File: src/rtl/signed_seq_divider_if.sv
// signed_seq_divider_if: start/busy/done handshake and operand/result bus for the signed divider
interface signed_seq_divider_if #(parameter int WIDTH = 8);
  logic                 start;
  logic [2*WIDTH-1:0]   dividend;
  logic [WIDTH-1:0]     divisor;
  logic                 busy;
  logic                 done;
  logic [WIDTH-1:0]     quotient;
  logic [WIDTH-1:0]     remainder;
  logic                 overflow;
  logic                 div_by_zero;
  modport master (output start, dividend, divisor, input busy, done, quotient, remainder, overflow, div_by_zero);
  modport slave (input start, dividend, divisor, output busy, done, quotient, remainder, overflow, div_by_zero);
endinterface

File: src/rtl/signed_seq_divider.sv
// signed_seq_divider: 2W/W signed restoring divider, one quotient bit per clock, sign fix-up and overflow in a final cycle
module signed_seq_divider #(
  parameter int WIDTH = 8
) (
  input  logic                 clk,
  input  logic                 rst_n,
  signed_seq_divider_if.slave  bus
);
  typedef enum logic [1:0] {IDLE, DIV, FIX} state_t;
  localparam int CW = $clog2(2*WIDTH);
  localparam logic [2*WIDTH-1:0] QPOS = {{(WIDTH+1){1'b0}}, {(WIDTH-1){1'b1}}};
  localparam logic [2*WIDTH-1:0] QNEG = QPOS + 1'b1;
  state_t state, state_nx;
  logic [CW-1:0] cnt;
  logic [2*WIDTH-1:0] dvd, qmag, dvd_abs;
  logic [WIDTH-1:0] dvs, dvs_abs, rem, rem_sub, qval, rval;
  logic [WIDTH:0] rem_sh;
  logic sd, sv, dz, ge, qneg, ovf, last;
  always_comb begin
    dvd_abs = bus.dividend[2*WIDTH-1] ? -bus.dividend : bus.dividend;
    dvs_abs = bus.divisor[WIDTH-1] ? -bus.divisor : bus.divisor;
    rem_sh = {rem, dvd[2*WIDTH-1]};
    ge = rem_sh >= {1'b0, dvs};
    // the restored remainder is always below the divisor, so W-bit wraparound is exact
    rem_sub = rem_sh[WIDTH-1:0] - dvs;
    last = cnt == CW'(2*WIDTH-1);
    qneg = sd ^ sv;
    ovf = !dz && (qneg ? qmag > QNEG : qmag > QPOS);
    qval = dz ? '0 :
           ovf ? (qneg ? {1'b1, {(WIDTH-1){1'b0}}} : {1'b0, {(WIDTH-1){1'b1}}}) :
           qneg ? -qmag[WIDTH-1:0] : qmag[WIDTH-1:0];
    rval = dz ? '0 : sd ? -rem : rem;
    state_nx = state == IDLE ? (bus.start ? DIV : IDLE) :
               state == DIV  ? (last ? FIX : DIV) : IDLE;
  end
  always_ff @(posedge clk or negedge rst_n)
    if (!rst_n) state <= IDLE;
    else state <= state_nx;
  always_ff @(posedge clk or negedge rst_n)
    if (!rst_n) begin
      cnt <= '0;
      dvd <= '0;
      dvs <= '0;
      rem <= '0;
      qmag <= '0;
      sd <= 1'b0;
      sv <= 1'b0;
      dz <= 1'b0;
      bus.busy <= 1'b0;
      bus.done <= 1'b0;
      bus.quotient <= '0;
      bus.remainder <= '0;
      bus.overflow <= 1'b0;
      bus.div_by_zero <= 1'b0;
    end else begin
      bus.busy <= state_nx != IDLE;
      bus.done <= state == FIX;
      if (state == IDLE && bus.start) begin
        dvd <= dvd_abs;
        dvs <= dvs_abs;
        sd <= bus.dividend[2*WIDTH-1];
        sv <= bus.divisor[WIDTH-1];
        dz <= bus.divisor == '0;
        cnt <= '0;
        rem <= '0;
        qmag <= '0;
      end
      if (state == DIV) begin
        rem <= ge ? rem_sub : rem_sh[WIDTH-1:0];
        qmag <= {qmag[2*WIDTH-2:0], ge};
        dvd <= {dvd[2*WIDTH-2:0], 1'b0};
        cnt <= cnt + 1'b1;
      end
      if (state == FIX) begin
        bus.quotient <= qval;
        bus.remainder <= rval;
        bus.overflow <= ovf;
        bus.div_by_zero <= dz;
      end
    end
endmodule
File: src/flat_wrapper.sv
// flat-port wrapper written by rule: the top's interface ports become plain ports
module signed_seq_divider_flat 
#(
  parameter int WIDTH = 8
)
  (clk, rst_n, bus_start, bus_dividend, bus_divisor, bus_busy, bus_done, bus_quotient, bus_remainder, bus_overflow, bus_div_by_zero);
  signed_seq_divider_if #(.WIDTH(WIDTH)) bus_i ();
  input  logic clk;
  input  logic rst_n;
  input wire logic [$bits(bus_i.start)-1:0] bus_start;
  input wire logic [$bits(bus_i.dividend)-1:0] bus_dividend;
  input wire logic [$bits(bus_i.divisor)-1:0] bus_divisor;
  output wire logic [$bits(bus_i.busy)-1:0] bus_busy;
  output wire logic [$bits(bus_i.done)-1:0] bus_done;
  output wire logic [$bits(bus_i.quotient)-1:0] bus_quotient;
  output wire logic [$bits(bus_i.remainder)-1:0] bus_remainder;
  output wire logic [$bits(bus_i.overflow)-1:0] bus_overflow;
  output wire logic [$bits(bus_i.div_by_zero)-1:0] bus_div_by_zero;
  assign bus_i.start = bus_start;
  assign bus_i.dividend = bus_dividend;
  assign bus_i.divisor = bus_divisor;
  assign bus_busy = bus_i.busy;
  assign bus_done = bus_i.done;
  assign bus_quotient = bus_i.quotient;
  assign bus_remainder = bus_i.remainder;
  assign bus_overflow = bus_i.overflow;
  assign bus_div_by_zero = bus_i.div_by_zero;
  signed_seq_divider #(.WIDTH(WIDTH)) u_core (.clk(clk), .rst_n(rst_n), .bus(bus_i));
endmodule
File: config.mk
export PLATFORM = sky130hd
export DESIGN_NAME = signed_seq_divider_flat
export DESIGN_NICKNAME = d
export VERILOG_FILES = /design/src/rtl/signed_seq_divider_if.sv /design/src/rtl/signed_seq_divider.sv /design/src/flat_wrapper.sv
export SDC_FILE = /design/constraint.sdc
export NUM_CORES = 1
export LEC_CHECK = 0
export ABC_AREA = 1
export CAP_MARGIN = 20
export CORE_ASPECT_RATIO = 0.7
export CORE_MARGIN = 5
export CORE_UTILIZATION = 57
export DETAILED_ROUTE_END_ITERATION = 16
export GPL_TIMING_DRIVEN = 0
export PLACE_DENSITY = 0.8
export SKIP_CTS_REPAIR_TIMING = 1
export SYNTH_ARGS = -nofsm -noshare
export SYNTH_HDL_FRONTEND = slang
export SYNTH_SLANG_ARGS = --single-unit
File: constraint.sdc
create_clock -name clk -period 2.35 [get_ports clk]
set_clock_uncertainty 0.15 [all_clocks]
set_input_delay 0.47 -clock clk [delete_from_list [all_inputs] [get_ports clk]]
set_output_delay 0.47 -clock clk [all_outputs]
set_load 0.02 [all_outputs]
==> results.toml <==
[status]
status = "complete, no violations"

[worst_setup_path]
critPathMostFrequentCell = "nand2_1"
crit_chain = "ha_1, nand2_1, inv_1, nand2_1, nand2_1, a21oi_2, nand4_1, nand3_1, nand2_1"
cp_num_buf_inv = 1
cp_slowest_cell = "dfrtp_1"
path_class = "reg -> reg"
required_ns = 2.42
endpoint_kind = "flop"
worstPathArrival_ns = 2.19
cp_slowest_stage_delay_ns = 0.46
cp_max_fo = 8
path_delay_family = "simple AND/OR/NAND/NOR gates"
startpoint_type = "flop"

[route]
postRouteWirelength_um = 10500
route.detailed.drc = 0
vias = 4072
first_iter_violations = 338
post_drt_wl_per_cell_um = 13.9
drt-pass1-iter-count = 5
ant_nets = 0
viasPerCell = 5.39

[global_route]
grt_max_degree = 50
grt_pass1_vias = 3924
antenna_found_initial = 0
track_usage_pct = 23.2
grt_first_pass_wirelength_um = 18400
grt_overflow_total = 0

[finish]
fillers = 660
drive_gt1_share_pct = 8.10
antenna_cells = 0
fin_cells = 755
finalInstanceArea_mm2 = 0.00540
nets = 690
syn_to_final_growth_pct = 19.8

[logic_synthesis]
synth_area_mm2 = 0.00450
synth_flop_cell = "dfrtp_1"
synthCells = 592
synth_area_leaders = "dfrtp_1 (43%), nand2_1 (15%), inv_1 (6.3%), nand3_1 (4.0%), o21ai_0 (3.8%)"
synth_area_leader_cell = "dfrtp_1"
async_flop_share_pct = 100
synth-seq-area-share_pct = 42.8
post-synth-top-count-cell = "nand2_1"
synth_top_cell_area_share_pct = 42.8
yosys_warnings = 0
synth_cell_types = 41
synth_common_cells = "nand2_1 (184), dfrtp_1 (77), inv_1 (75), nor2_1 (40), nand3_1 (36)"
avgSynthCellArea_um2 = 7.60
synth_edf_count = 0
syn_nets = 633
synth-seq-cells = 77

[placed_design]
dp_cells = 738
io_buffers = 44
routabilityCongestion = 0.874
dpl-instance-area_mm2 = 0.00509
dp_hpwl_um = 7750

[run]
maxCapViolCount = 0

[floorplan]
io_pins = 47
die_w_um = 116
initial_core_util_pct = 57.9
die_h_um = 84.4
core_mm2 = 0.00777
die_area_mm2 = 0.00980
rows = 27

[sta]
setup_viol = 0
final_max_slew_viol_count = 0
fmax_mhz = 473
holdWs_ns = 0.278
tns_ns = 0
rsz0062_at_grt = "false"
slew-limit-headroom_pct = 65.1
period_minus_slack_ns = 2.12
tightest_slew_ns = 0.523
hold_violations = 0
post-route-period-util_pct = 90.1

[clocking]
htree_levels = 3
numCtsBuffers = 9
cts_tree = "done"
clk_path_buf_depth = 2
cts.clk_slew.worst_paths_ns = 0.06
root_buffer = "clkbuf_16"
cts_sinks = 77
clock_latency_ns = 0.33

[power]
p_per_area_mw_per_mm2 = 1440
vdd_ir_drop_max_mv = 0.607
total_power_mw = 7.77
p_leak_nw = 2.66

[hold_path]
hold_class = "in -> reg"
## cell families after synthesis
family          share of synthesized area [%]
xor+xnor                                 3.31
buf+inv                                  9.03
simple gates                             29.0
fa+ha+maj                                4.06
compound gates                           11.6
mux                                     0.222
flops                                    42.8
## layer usage
metal  vias to the layer above  share of wire, %  global-route usage, %
met3                        17               5.1                   4.54
met4                         0               1.4                   5.27
li1                       2046                 -                      -
met1                      1893                49                   34.3
met5                         -                 0                      0
met2                       116                45                   35.2
## power by group
| part | total, mW | switching (mW) | internal, mW |
|---|---|---|---|
| logic | 4.05 | 2.48 | 1.57 |
| registers | 2.35 | 0.437 | 1.92 |
| clock network | 1.36 | 0.540 | 0.816 |
## cell usage in the layout (no fill, tap or decap), drive strengths merged, types with 2 or more instances in the layout
cell type	Yosys	final
nand3	38	38
nand4	16	16
a21oi	10	10
nand3b	2	2
xor2	15	15
o22ai	15	15
o21ai	38	38
clkbuf	3	12
dfrtp	77	77
buf	12	14
inv	85	85
nand2	186	186
nor2	47	47
o41ai	2	2
a22oi	13	13
clkinv	0	5
nor3	8	8
clkdlybuf4s50	0	43
o31ai	2	2
xnor2	2	2
ha	13	13
## area by class of cell
cell class / count / area, µm² / area share, %
buffer: 15 / 87.6 / 1.62
tap: 101 / 126 / 2.34
inverter: 85 / 319 / 5.91
sequential: 77 / 1930 / 35.7
clock buffer: 9 / 225 / 4.17
multi-input combinational: 415 / 2170 / 40.2
clock inverter: 7 / 66.3 / 1.23
timing repair buffer: 46 / 475 / 8.81
## worst paths after layout
check / start / end / slack [ns] / depth (start not counted)
min in group asynchronous: rst_n / u_core.dvd[0] / 0.47 / 2
max: u_core.rem[3] / u_core.rem[0] / 0.23 / 9
min: bus_divisor[7] / u_core.dz / 0.28 / 2
min reg2reg: u_core.bus.remainder[7] / u_core.bus.remainder[7] / 0.33 / 2
max in group asynchronous: rst_n / u_core.bus.quotient[5] / 1.03 / 3
max reg2reg: u_core.rem[3] / u_core.rem[0] / 0.23 / 9
## flip-flops by register name, summed over array words and instances, names as in the netlist, 2 cells and up
| register | flops |
|---|---|
| u_core.bus.quotient | 8 |
| u_core.bus.remainder | 8 |
| u_core.cnt | 4 |
| u_core.dvd | 16 |
| u_core.dvs | 8 |
| u_core.qmag | 16 |
| u_core.rem | 8 |
| u_core.state | 2 |
## through the flow
step,util [%],setup slack [ns]
after global placement,65.2,-1.91
final,69.4,0.234
after global routing,69.4,0.0256
after CTS,69.3,0.260
after detailed placement,65.6,0.113
after floorplan,-,0.530
Note: power is estimated with default switching activity, not from simulation.
